[config.mk]
export PLATFORM = sky130hd
export DESIGN_NAME = dcache_controller_flat
export DESIGN_NICKNAME = d
export VERILOG_FILES = /design/src/rtl/dcache_pkg.sv /design/src/rtl/dcache_controller_if.sv /design/src/rtl/dcache_word_merge.sv /design/src/rtl/dcache_controller.sv /design/src/flat_wrapper.sv
export SDC_FILE = /design/constraint.sdc
export NUM_CORES = 1
export LEC_CHECK = 0
export BUFFER_PORTS_ARGS = -buffer_cell sky130_fd_sc_hd__buf_2
export CAP_MARGIN = 20
export CORE_AREA = 2 2 476 478
export DETAILED_ROUTE_END_ITERATION = 10
export DIE_AREA = 0 0 478 480
export GPL_TIMING_DRIVEN = 0
export SLEW_MARGIN = 25
export SYNTH_ARGS = -nofsm -noshare
export SYNTH_HDL_FRONTEND = slang
export SYNTH_SLANG_ARGS = --single-unit
[constraint.sdc]
create_clock -name clk_i -period 14.6 [get_ports clk_i]
set_input_delay 0.73 -clock clk_i [delete_from_list [all_inputs] [get_ports clk_i]]
set_output_delay 0.73 -clock clk_i [all_outputs]
set_load 0.02 [all_outputs]
[src/rtl/dcache_pkg.sv]
`default_nettype none
// ============================================================================
//  Module   : dcache_pkg
//  Brief    : Shared widths, tag-entry field positions and FSM encoding for
//             the data-cache controller.
//  Revision : 1.0 - initial release
// ============================================================================
package dcache_pkg;

   localparam int TAG_W       = 23;   // addr[31:9]
   localparam int IDX_W       = 4;    // addr[8:5]
   localparam int OFF_W       = 5;    // addr[4:0]
   localparam int LINE_W      = 256;
   localparam int WORD_W      = 32;
   localparam int WSEL_W      = 3;    // word select addr[4:2]
   localparam int TAG_ENTRY_W = TAG_W + 2;

   // Tag entry layout {valid, dirty, tag}
   localparam int VALID = 24;
   localparam int DIRTY = 23;

   typedef enum logic [2:0] {
      IDLE       = 3'd0,
      MISS       = 3'd1,
      WRITEBACK  = 3'd2,
      READMISS   = 3'd3,
      READMISSOK = 3'd4
   } state_t;

endpackage
`default_nettype wire

[src/rtl/dcache_controller_if.sv]
`default_nettype none
// ============================================================================
//  Module   : dcache_controller_if
//  Brief    : CPU, off-chip memory and SRAM buses of the data-cache
//             controller. master = controller side, slave = environment.
//  Revision : 1.0 - initial release
// ============================================================================
interface dcache_controller_if;
   import dcache_pkg::*;

   // CPU MEM stage
   logic [31:0]            cpu_addr_i;
   logic [WORD_W-1:0]      cpu_data_i;
   logic                   cpu_MemRead_i;
   logic                   cpu_MemWrite_i;
   logic [WORD_W-1:0]      cpu_data_o;
   logic                   cpu_stall_o;
   // Off-chip data memory
   logic [LINE_W-1:0]      mem_data_i;
   logic                   mem_ack_i;
   logic [LINE_W-1:0]      mem_data_o;
   logic [31:0]            mem_addr_o;
   logic                   mem_enable_o;
   logic                   mem_write_o;
   // dcache_sram
   logic [IDX_W-1:0]       sram_idx_o;
   logic [TAG_ENTRY_W-1:0] sram_tag_o;
   logic [LINE_W-1:0]      sram_data_o;
   logic                   sram_enable_o;
   logic                   sram_write_o;
   logic [TAG_ENTRY_W-1:0] sram_tag_i;
   logic [LINE_W-1:0]      sram_data_i;
   logic                   sram_hit_i;

   modport master (
      input  cpu_addr_i, cpu_data_i, cpu_MemRead_i, cpu_MemWrite_i,
      output cpu_data_o, cpu_stall_o,
      input  mem_data_i, mem_ack_i,
      output mem_data_o, mem_addr_o, mem_enable_o, mem_write_o,
      output sram_idx_o, sram_tag_o, sram_data_o, sram_enable_o, sram_write_o,
      input  sram_tag_i, sram_data_i, sram_hit_i
   );

   modport slave (
      output cpu_addr_i, cpu_data_i, cpu_MemRead_i, cpu_MemWrite_i,
      input  cpu_data_o, cpu_stall_o,
      output mem_data_i, mem_ack_i,
      input  mem_data_o, mem_addr_o, mem_enable_o, mem_write_o,
      input  sram_idx_o, sram_tag_o, sram_data_o, sram_enable_o, sram_write_o,
      output sram_tag_i, sram_data_i, sram_hit_i
   );

endinterface
`default_nettype wire

[src/rtl/dcache_word_merge.sv]
`default_nettype none
// ============================================================================
//  Module   : dcache_word_merge
//  Brief    : Selects one 32-bit word out of a cache line (load path) and
//             builds the line with that word replaced (store path).
//  Revision : 1.0 - initial release
// ============================================================================
module dcache_word_merge
   import dcache_pkg::*;
(
   input  logic [LINE_W-1:0] i_line,
   input  logic [WSEL_W-1:0] i_word_sel,
   input  logic [WORD_W-1:0] i_word,
   output logic [WORD_W-1:0] o_word,
   output logic [LINE_W-1:0] o_line
);

   // Bit offset of the selected word is word_sel * 32
   assign o_word = i_line[{i_word_sel, 5'b00000} +: WORD_W];

   for (genvar w = 0; w < LINE_W / WORD_W; w++) begin : g_word
      assign o_line[w*WORD_W +: WORD_W] = (i_word_sel == WSEL_W'(w)) ? i_word
                                                                   : i_line[w*WORD_W +: WORD_W];
   end

endmodule
`default_nettype wire

[src/rtl/dcache_controller.sv]
`default_nettype none
// ============================================================================
//  Module   : dcache_controller
//  Brief    : Data-cache controller for a 2-way, 16-set, 256-bit-line cache.
//             Serves hits in one cycle, stalls the CPU on a miss, writes back
//             a dirty victim and refills the line from off-chip memory.
//  Revision : 1.0 - initial release
// ============================================================================
module dcache_controller
   import dcache_pkg::*;
(
   input  logic                clk_i,
   input  logic                rst_i,
   dcache_controller_if.master bus
);

   logic                   w_req;
   logic                   w_store;
   logic                   w_miss;
   logic [TAG_W-1:0]       w_tag;
   logic [IDX_W-1:0]       w_idx;
   logic [WSEL_W-1:0]      w_word_sel;
   logic [WORD_W-1:0]      w_hit_word;
   logic [LINE_W-1:0]      w_merged_line;
   logic                   w_unused;

   state_t                 r_state;
   state_t                 w_next_state;
   logic [TAG_ENTRY_W-1:0] r_victim_tag;
   logic [LINE_W-1:0]      r_victim_line;
   logic [LINE_W-1:0]      r_refill;

   // Read+write together behaves as a store
   assign w_req      = bus.cpu_MemRead_i | bus.cpu_MemWrite_i;
   assign w_store    = bus.cpu_MemWrite_i;
   assign w_miss     = w_req & ~bus.sram_hit_i;
   assign w_tag      = bus.cpu_addr_i[31:OFF_W+IDX_W];
   assign w_idx      = bus.cpu_addr_i[OFF_W+IDX_W-1:OFF_W];
   assign w_word_sel = bus.cpu_addr_i[OFF_W-1:2];
   assign w_unused   = &{1'b0, bus.cpu_addr_i[1:0]};

   assign bus.sram_idx_o    = w_idx;
   assign bus.sram_enable_o = w_req | (r_state == READMISSOK);
   // Hit never asserts until the refilled line is in the SRAM, so this stays
   // high for the whole miss sequence
   assign bus.cpu_stall_o   = w_miss;

   dcache_word_merge u_word_merge (
      .i_line     (bus.sram_data_i),
      .i_word_sel (w_word_sel),
      .i_word     (bus.cpu_data_i),
      .o_word     (w_hit_word),
      .o_line     (w_merged_line)
   );

   // State register; reset aborts any miss in flight
   always_ff @(posedge clk_i or posedge rst_i) begin
      if (rst_i) r_state <= IDLE;
      else       r_state <= w_next_state;
   end

   // Capture the LRU victim on miss entry and the refill line on read ack
   always_ff @(posedge clk_i or posedge rst_i) begin
      if (rst_i) begin
         r_victim_tag  <= '0;
         r_victim_line <= '0;
         r_refill      <= '0;
      end else begin
         if (r_state == IDLE && w_miss) begin
            r_victim_tag  <= bus.sram_tag_i;
            r_victim_line <= bus.sram_data_i;
         end
         if (r_state == READMISS && bus.mem_ack_i) begin
            r_refill <= bus.mem_data_i;
         end
      end
   end

   // Next-state logic plus memory, SRAM and load-data outputs
   always_comb begin
      w_next_state     = r_state;
      bus.mem_enable_o = 1'b0;
      bus.mem_write_o  = 1'b0;
      bus.mem_addr_o   = '0;
      bus.mem_data_o   = '0;
      bus.sram_write_o = 1'b0;
      bus.sram_tag_o   = '0;
      bus.sram_data_o  = '0;
      bus.cpu_data_o   = '0;
      case (r_state)
         IDLE: begin
            if (w_miss) begin
               w_next_state = MISS;
            end else if (w_req && !rst_i) begin
               if (w_store) begin
                  bus.sram_write_o = 1'b1;
                  bus.sram_tag_o   = {1'b1, 1'b1, w_tag};
                  bus.sram_data_o  = w_merged_line;
               end else begin
                  bus.cpu_data_o   = w_hit_word;
               end
            end
         end
         MISS: begin
            w_next_state = (r_victim_tag[VALID] && r_victim_tag[DIRTY]) ? WRITEBACK : READMISS;
         end
         WRITEBACK: begin
            bus.mem_enable_o = 1'b1;
            bus.mem_write_o  = 1'b1;
            bus.mem_addr_o   = {r_victim_tag[TAG_W-1:0], w_idx, {OFF_W{1'b0}}};
            bus.mem_data_o   = r_victim_line;
            if (bus.mem_ack_i) w_next_state = READMISS;
         end
         READMISS: begin
            bus.mem_enable_o = 1'b1;
            bus.mem_addr_o   = {w_tag, w_idx, {OFF_W{1'b0}}};
            if (bus.mem_ack_i) w_next_state = READMISSOK;
         end
         READMISSOK: begin
            bus.sram_write_o = 1'b1;
            bus.sram_tag_o   = {1'b1, 1'b0, w_tag};
            bus.sram_data_o  = r_refill;
            w_next_state     = IDLE;
         end
         default: w_next_state = IDLE;
      endcase
   end

endmodule
`default_nettype wire

[src/flat_wrapper.sv]
// flat-port wrapper written by rule: the top's interface ports become plain ports
module dcache_controller_flat import dcache_pkg::*;
  (clk_i, rst_i, bus_cpu_addr_i, bus_cpu_data_i, bus_cpu_MemRead_i, bus_cpu_MemWrite_i, bus_cpu_data_o, bus_cpu_stall_o, bus_mem_data_i, bus_mem_ack_i, bus_mem_data_o, bus_mem_addr_o, bus_mem_enable_o, bus_mem_write_o, bus_sram_idx_o, bus_sram_tag_o, bus_sram_data_o, bus_sram_enable_o, bus_sram_write_o, bus_sram_tag_i, bus_sram_data_i, bus_sram_hit_i);
  dcache_controller_if bus_i ();
  input  logic clk_i;
  input  logic rst_i;
  input wire logic [$bits(bus_i.cpu_addr_i)-1:0] bus_cpu_addr_i;
  input wire logic [$bits(bus_i.cpu_data_i)-1:0] bus_cpu_data_i;
  input wire logic [$bits(bus_i.cpu_MemRead_i)-1:0] bus_cpu_MemRead_i;
  input wire logic [$bits(bus_i.cpu_MemWrite_i)-1:0] bus_cpu_MemWrite_i;
  output wire logic [$bits(bus_i.cpu_data_o)-1:0] bus_cpu_data_o;
  output wire logic [$bits(bus_i.cpu_stall_o)-1:0] bus_cpu_stall_o;
  input wire logic [$bits(bus_i.mem_data_i)-1:0] bus_mem_data_i;
  input wire logic [$bits(bus_i.mem_ack_i)-1:0] bus_mem_ack_i;
  output wire logic [$bits(bus_i.mem_data_o)-1:0] bus_mem_data_o;
  output wire logic [$bits(bus_i.mem_addr_o)-1:0] bus_mem_addr_o;
  output wire logic [$bits(bus_i.mem_enable_o)-1:0] bus_mem_enable_o;
  output wire logic [$bits(bus_i.mem_write_o)-1:0] bus_mem_write_o;
  output wire logic [$bits(bus_i.sram_idx_o)-1:0] bus_sram_idx_o;
  output wire logic [$bits(bus_i.sram_tag_o)-1:0] bus_sram_tag_o;
  output wire logic [$bits(bus_i.sram_data_o)-1:0] bus_sram_data_o;
  output wire logic [$bits(bus_i.sram_enable_o)-1:0] bus_sram_enable_o;
  output wire logic [$bits(bus_i.sram_write_o)-1:0] bus_sram_write_o;
  input wire logic [$bits(bus_i.sram_tag_i)-1:0] bus_sram_tag_i;
  input wire logic [$bits(bus_i.sram_data_i)-1:0] bus_sram_data_i;
  input wire logic [$bits(bus_i.sram_hit_i)-1:0] bus_sram_hit_i;
  assign bus_i.cpu_addr_i = bus_cpu_addr_i;
  assign bus_i.cpu_data_i = bus_cpu_data_i;
  assign bus_i.cpu_MemRead_i = bus_cpu_MemRead_i;
  assign bus_i.cpu_MemWrite_i = bus_cpu_MemWrite_i;
  assign bus_cpu_data_o = bus_i.cpu_data_o;
  assign bus_cpu_stall_o = bus_i.cpu_stall_o;
  assign bus_i.mem_data_i = bus_mem_data_i;
  assign bus_i.mem_ack_i = bus_mem_ack_i;
  assign bus_mem_data_o = bus_i.mem_data_o;
  assign bus_mem_addr_o = bus_i.mem_addr_o;
  assign bus_mem_enable_o = bus_i.mem_enable_o;
  assign bus_mem_write_o = bus_i.mem_write_o;
  assign bus_sram_idx_o = bus_i.sram_idx_o;
  assign bus_sram_tag_o = bus_i.sram_tag_o;
  assign bus_sram_data_o = bus_i.sram_data_o;
  assign bus_sram_enable_o = bus_i.sram_enable_o;
  assign bus_sram_write_o = bus_i.sram_write_o;
  assign bus_i.sram_tag_i = bus_sram_tag_i;
  assign bus_i.sram_data_i = bus_sram_data_i;
  assign bus_i.sram_hit_i = bus_sram_hit_i;
  dcache_controller u_core (.clk_i(clk_i), .rst_i(rst_i), .bus(bus_i));
endmodule
# After elaboration in Yosys (flattened, before gate mapping)
# Index checks and enable logic that the tools add are counted.
totals:
  regBits: 540
  latch_bits: 0
  mem_bits_rw: 0
  romBits: 0
  input_bits: 607
  output_inout_bits: 610
  word_cells: 65
  mem_count: 0
classes:
  add_sub_neg: 0
  n_mul: 0
  div: 0
  order_cmp: 0
  n_eq_ne: 14
  shifts: 1
  n_mux: 33
  n_bitwise: 4
  reduce_logical: 9
ops:
  columns: ["cell", "n"]
  rows:
  - ["$mux W256", 4]
  - ["$pmux W256 S2", 1]
  - ["$mux W32", 12]
  - ["$shiftx A256 B9 Y32", 1]
  - ["$mux W25", 3]
  - ["$pmux W32 S2", 1]
  - ["$pmux W25 S2", 1]
  - ["$eq A3 B3 Y1 const B", 5]
  - ["$eq A3 B2 Y1 const B", 4]
  - ["$pmux W3 S4", 1]
  - ["$mux W3", 3]
  - ["$eq A3 B1 Y1 const B", 2]
  - ["$logic_not A3 Y1", 2]
  - ["$mux W1", 6]
  - ["$logic_and A1 B1 Y1", 4]
  - ["$ne A2 B2 Y1 const B", 2]
  - ["$reduce_and A3 Y1", 1]
  - ["$ne A2 B1 Y1 const B", 1]
  - ["$or A1 B1 Y1", 2]
  - ["$pmux W1 S2", 1]
  - ["$reduce_or A2 Y1", 1]
  - ["$and A1 B1 Y1", 1]
  - ["$logic_not A1 Y1", 1]
  - ["$not A1 Y1", 1]

# Logic depth before layout (Yosys ltp)
# Gate-level depths: netlist (run 1).
logic_depth:
  word_depth: 6
  mapped_depth: 8
  depth_no_buf: 4

# By module
# From an unflattened synthesis (run 1), not the netlist that was laid out.
hier_totals:
  cells_unflattened: 2429
  hier_area_um2: 31532.7
modules_own_cells:
  columns: ["mod", "n_inst", "cells_each", "area_each_um2", "seq_area_each_um2"]
  rows:
  - ["dcache_controller", 1, 1884, 26243.9, 13513.0]
  - ["dcache_word_merge", 1, 545, 5288.8, 0.0]

# Worst setup path after synthesis (run 1)
# Ideal clock, no wire load.
synth_path:
  path_kind: "input-to-output"
  from: "input rst_i"
  to: "output bus_cpu_data_o[30]"
  t_arrival_ps: 15378
  t_required_ps: 13870
  slack_ps: -1508
  path_stages: 3
  path_cell_list: "inv_1 nand4_1 a2111oi_0"
synth_between:
  elab_chain_len: 5
synth_rtl:
  columns: ["item", "line", "text"]
  rows:
  - ["from (decl)", "flat_wrapper.sv:6", "input logic rst_i;"]
  - ["$logic_not A1 Y1 (no line)", null, null]
  - ["$logic_and A1 B1 Y1", "dcache_controller.sv:94", "end else if (w_req && !rst_i) begin"]
  - ["$mux W32", "dcache_controller.sv:94", null]
  - ["$mux W32", "dcache_controller.sv:92", "if (w_miss) begin"]
  - ["$mux W32", "dcache_controller.sv:90", "case (r_state)"]
  - ["to (decl)", "flat_wrapper.sv:11", "output wire logic [$bits(bus_i.cpu_data_o)-1:0] bus_cpu_data_o;"]
# No other way between the ends.

# Worst setup path in the final report (run 1)
layout_path:
  from: "input bus_cpu_addr_i[2]"
  to: "output bus_sram_data_o[243]"
layout_between:
  elab_chain_len: 6
layout_rtl:
  columns: ["item", "line", "text"]
  rows:
  - ["from (decl)", "flat_wrapper.sv:7", "input wire logic [$bits(bus_i.cpu_addr_i)-1:0] bus_cpu_addr_i;"]
  - ["$eq A3 B3 Y1", "dcache_word_merge.sv:22", "assign o_line[w*WORD_W +: WORD_W] = (i_word_sel == WSEL_W'(w)) ? i_word"]
  - ["$mux W32", "dcache_word_merge.sv:22", null]
  - ["$mux W256", "dcache_controller.sv:95", "if (w_store) begin"]
  - ["$mux W256", "dcache_controller.sv:94", null]
  - ["$mux W256", "dcache_controller.sv:92", null]
  - ["$pmux W256 S2", "dcache_controller.sv:90", null]
  - ["to (decl)", "flat_wrapper.sv:21", "output wire logic [$bits(bus_i.sram_data_o)-1:0] bus_sram_data_o;"]
# No other way between the ends.

==> impl_metrics.ini, run 1 <==
[critical_path]
required_ps = 13870
startpoint = bus_cpu_addr_i[2]
rrSetupSlack_ps = 11500
worst_setup_path_end_kind = primary output
critPathArrivalTime_ps = 3970
reg2reg_from = u_core.r_state[2]
path_class = primary input to primary output
critPathLaunchType = primary input
cp_max_fo = 10

[yosys]
synth.distinct_cells = 38
synth_most_common_cell = dfrtp_1
synth_ff_type = dfrtp_1
syn-cell-area_um2 = 30800
yosysTopAreaCell = dfrtp_1
synthArstFlopShare_pct = 100
syn_avg_cell_area_um2 = 12.7
synthTopCellsByCount = dfrtp_1, mux2_2, mux2i_1, and2_1, o2bb2ai_1
synthCells = 2436
ys_seq_elements = 540
synth_edf_count = 0
yosysTopAreaCellShare_pct = 43.8
synth_seq_area_share_pct = 43.8
synth_top_cells_by_area = dfrtp_1, mux2_2, mux2i_1
yosysWarnings = 0

[die]
start_util_pct = 13.8
fp-row-count = 174
coreArea_um2 = 224000
die_w_um = 478
io_pins = 1217
die_y_um = 480
die-area_um2 = 229000

[run]
drv_cap = 0

[detailed_routing]
vias_per_cell = 4.16
firstDrtPassIters = 5
avgRoutedWirePerCell_um = 40.2
vias = 28500
drc = 0
drtIter0Drc = 1966
drtAntennaViolNets = 0
wirelength_um = 275000

[sta]
period_share_pct = 32.2
setup_viol = 0
relSlewSlack_pct = 27.7
rsz0062_at_grt = no
worst_slew_pin_slew_ps = 1080
fmax_mhz = 213
setup-tns-final_ps = 0
period_needed_ps = 4700
holdWs_ps = 138
timing.final.max_slew_violations = 0
skew_ps = 45.9
hold_viol = 0

[global_route]
grt_pass1_wl_um = 338000
grt_max_degree = 32
grt_usage_pct = 23.1
antenna_found_initial = 157
overflow = 0
grt_pass1_vias = 29200

[run_status]
status = finished clean

[clock_network]
clockRootBuffer = clkbuf_16
cts_tree = built
clk_pin_slew_worst_paths_ps = 60
hold_buffers = 0
clockBufferDepth = 3
cts_max_level = 3
cts_buffers = 78
ctsResizeCount = 0
postCtsSetupBuffers = 0
clock_sinks = 540
clk_latency_ps = 730

[layout]
drive_above_1_share_pct = 55.7
fillers = 24600
fin_nets = 4341
utilization_pct = 19.8
syn_to_final_growth_pct = 43.5

[placed_design]
gp_congestion = 0.883
port_buffers = 1176
dp_hpwl_um = 239000

[pwr]
power_density_nw_per_um2 = 200
ir_drop_mv = 0.111
total_power_mw = 8.87
p_leak_nw = 21.0

[hold_path]
hold_class = primary input to async pin
final timing paths:
kind                                        endpoint  cells after the start
max reg2reg                u_core.r_victim_line[236]                      6
max in group asynchronous       u_core.r_refill[158]                      8
min in group clk_i               u_core.r_refill[46]                      2
min                             u_core.r_refill[162]                      2
min reg2reg                 u_core.r_victim_line[95]                      1
max                             bus_sram_data_o[243]                      7
layout make-up:
type                    instances  area (µm²)  area share [%]
diodes                         61         153           0.345
plain buffers                 258        1410            3.18
clock buffers                 107        2230            5.04
clock inverters                33         437           0.987
inverters                       3        17.5          0.0396
multi-input cells            1639       16000            36.1
flip-flops and latches        540       13500            30.5
well taps                    2992        3740            8.46
repair buffers               1214        6750            15.3
flip-flops by register name, indices dropped and copies added (netlist names):
signal	cells
u_core.r_state	3
u_core.r_refill	256
u_core.r_victim_line	256
u_core.r_victim_tag	25
per-stage QoR:
stage               worst slack (ps)  area (µm²)  instances
floorplan                       3860       30900       2440
global placement               -5390       40500       6608
detailed placement              9700       41400       6646
CTS                             9650       44100       6786
global route                    9650       44200       6817
finish                          9900       44200       6847
power breakdown:
group / switching (mW) / leakage, nW / total, mW / internal, mW
Combinational: 2.33 / 13.3 / 4.00 / 1.67
Sequential: 0.536 / 6.43 / 2.80 / 2.27
Clock: 0.862 / 1.30 / 2.06 / 1.20
Total: 3.73 / 21.0 / 8.87 / 5.14
cells in the final DEF, fill, tap and decap left out, drive strengths merged:
cell / n
a2111oi: 2
nand3b: 3
conb: 5
buf: 1338
a31oi: 1
mux4: 1
clkbuf: 241
o2bb2ai: 256
bufinv: 7
nor2b: 4
nor3b: 3
clkinvlp: 7
o21ai: 1
xor2: 1
mux2i: 342
and3: 2
dfrtp: 540
o21a: 1
and3b: 1
or3: 1
a21oi: 1
o21ba: 1
inv: 8
nor2: 26
nand2b: 2
nand4: 1
diode: 61
clkinv: 14
and2: 285
nand2: 3
mux2: 599
a22o: 31
o22ai: 31
nand3: 1
nor3: 34
worst max-delay path, stage by stage:
cell and delay [ps]:
buf_2 430, buf_2 780, nand3_1 660, buf_2 490
mux2i_1 170, o2bb2ai_1 360, buf_2 270
per-layer routing:
layer	wire length [µm]	up-vias	share of wire, %	GRT usage [%]
met5	340	-	0.12	0
met4	12000	50	4.4	8.93
met3	23100	445	8.4	6.67
met2	128000	1721	47	38.2
met1	111000	14700	40	28.2
li1	-	11500	-	-
kinds of logic (layout without fill, tap and decap cells):
kind of cell / count (synthesis) / count (layout) / share of synthesized area, %
flops: 540 / 540 / 43.8
mux: 942 / 942 / 35.7
simple gates: 366 / 366 / 7.11
xor+xnor: 1 / 1 / 0.0284
buf+inv: 261 / 1615 / 4.42
other cells: 1 / 66 / 0.0122
compound gates: 325 / 325 / 8.94
No activity file was read; power rests on OpenSTA's default activity.
==> inputs of run 2 (changes only) <==
--- a/config.mk
+++ b/config.mk
@@ -7,9 +7,9 @@
 export LEC_CHECK = 0
 export BUFFER_PORTS_ARGS = -buffer_cell sky130_fd_sc_hd__buf_2
 export CAP_MARGIN = 20
-export CORE_AREA = 2 2 476 478
+export CORE_AREA = 2 2 479 481
 export DETAILED_ROUTE_END_ITERATION = 10
-export DIE_AREA = 0 0 478 480
+export DIE_AREA = 0 0 481 483
 export GPL_TIMING_DRIVEN = 0
 export SLEW_MARGIN = 25
 export SYNTH_ARGS = -nofsm -noshare
==> constraint.sdc (replaced) <==
create_clock -name clk_i -period 4.8 [get_ports clk_i]
set_input_delay 0.24 -clock clk_i [delete_from_list [all_inputs] [get_ports clk_i]]
set_output_delay 0.24 -clock clk_i [all_outputs]
set_load 0.02 [all_outputs]
==> run 2 against run 1 <==
Against the previous run: flip-flop and latch count stayed put; total power grew to 3.1 times the previous value; hold slack got worse by 81 ps; global-route usage shrank 0.56 points; non-clock buffer count grew 537; cell area is 12% higher; die area is 1.3% higher; final cell count up 8.1%; combinational power rose to 3.2 times the previous value; via count grew 6.7%; wire length is 0.94% lower; sequential share of layout area fell by 3.3 points; critical endpoint is now bus_mem_data_o[213].
==> impl_metrics.ini, run 2 (same netlist as run 1, synthesis figures left out) <==
[clock_network]
clockBufferDepth = 3
clk_pin_slew_worst_paths_ps = 60
clk_latency_ps = 700
clockRootBuffer = clkbuf_16
cts_tree = built
cts_buffers = 77
cts_max_level = 3
ctsResizeCount = 0
clock_sinks = 540

[pwr]
power_density_nw_per_um2 = 548
total_power_mw = 27.2
p_leak_nw = 23.3
ir_drop_mv = 0.330

[run_status]
status = finished clean

[critical_path]
cp_max_fo = 10
critical_path.cell_chain = buf_1, nor2_2, buf_2, clkbuf_1, and2_1, buf_2
crit_buf_inv = 4
slowest_delay_ps = 740
critPathLaunchType = flop
path_class = flop to primary output
worst_setup_path_end_kind = primary output
cpMaxStageDelayCell = nor2_2
path_delay_family = buffers and inverters
rrSetupSlack_ps = 2050
reg2regPathDepth = 6
required_ps = 4560
reg2reg_to = u_core.r_victim_line[240]
crit_top_cell = buf_2
reg2reg_from = u_core.r_state[2]
critPathArrivalTime_ps = 4070

[sta]
timing.final.ws_setup_ps = 487
period_share_pct = 89.9
period_needed_ps = 4310
setup_viol = 0
skew_ps = 23.1
relSlewSlack_pct = 18.4
worst_slew_pin_slew_ps = 1220
rsz0062_at_grt = no
setup-tns-final_ps = 0
holdWs_ps = 57.6
timing.final.max_slew_violations = 0
hold_viol = 0
fmax_mhz = 232

[layout]
layout.cells.non_filler = 7400
top_regs = u_core.r_refill (256), u_core.r_victim_line (256), u_core.r_victim_tag (25)
final_cell_mix = buf_2, dfrtp_1, dlygate4sd3_1
final_common_cell = buf_2
fin_nets = 4877
regArea_um2 = 13500
fillers = 24600
utilization_pct = 21.8
syn_to_final_growth_pct = 60.6
drive_above_1_share_pct = 48.9
multiInputGateArea_um2 = 16000
stdcell_area_um2 = 49500

[placed_design]
dp_cells = 6662
pre_cts_ws_ps = 424
port_buffers = 1176
dp_hpwl_um = 233000
placedInstanceArea_um2 = 41300
gp_congestion = 0.888

[hold_path]
min_to = u_core.r_victim_line[173]
whs_path_depth = 2
hold_path_startpoint = bus_sram_data_i[173]
hold_class = primary input to flop

[die]
io_pins = 1217
die_y_um = 483
coreArea_um2 = 227000
fp-row-count = 175
start_util_pct = 13.6
die-area_um2 = 232000
die_w_um = 481

[detailed_routing]
vias_per_cell = 4.11
drtIter0Drc = 1970
vias = 30400
drc = 0
wirelength_um = 272000
drtAntennaViolNets = 0
firstDrtPassIters = 5
avgRoutedWirePerCell_um = 36.8

[global_route]
grt_usage_pct = 22.6
grt_pass1_vias = 31700
grt_max_degree = 32
grt_pass1_wl_um = 339000
overflow = 0
antenna_found_initial = 147

[run]
drv_cap = 0
[run 2: changes by cell type in the layout (fill, tap and decap cells not counted), sizes merged, moves of 2 or more]
cell	delta
dlygate4sd3	+538
clkinv	+4
clkbuf	-2
diode	-2
[run 2: cell type report]
cell class	instances	share of cell area (%)
antenna	59	0.298
buffer	258	2.85
clock buffer	105	4.47
clock inverter	36	0.892
inverter	3	0.0354
multi-input combinational	1639	32.3
sequential	540	27.3
tap	3009	7.60
timing repair buffer	1751	24.3
[run 2: what timing repair did]
item | CTS | global route
hold buffers | 538 | 0
buffers inserted | 0 | 0
hold endpoints to repair | 677 | 0
[run 2: worst max-delay path by stage]
| stage | from | to | slack (ps) | cells past startpoint |
|---|---|---|---|---|
| final | u_core.r_state[0] | bus_mem_data_o[213] | 490 | 6 |
| after global routing | u_core.r_state[0] | bus_mem_data_o[138] | 250 | 6 |
| after CTS | u_core.r_state[0] | bus_mem_data_o[138] | 110 | 6 |
| after detailed placement | bus_cpu_addr_i[2] | bus_sram_data_o[237] | 420 | 7 |
| after global placement | rst_i | bus_cpu_data_o[17] | -14260 | 6 |
| after floorplan | rst_i | bus_cpu_data_o[0] | -4960 | 4 |
[run 2: metal layers]
layer	global-route usage [%]	up-vias	routed length, µm
li1	-	12600	-
met1	26.3	15400	107000
met2	38.0	1831	129000
met3	7.52	494	24600
met4	8.53	62	11800
met5	0	-	404
[run 2: power breakdown]
group | internal (mW) | switching (mW) | leakage (nW)
Combinational | 5.34 | 7.23 | 15.5
Clock | 3.68 | 2.49 | 1.30
Sequential | 6.90 | 1.53 | 6.43
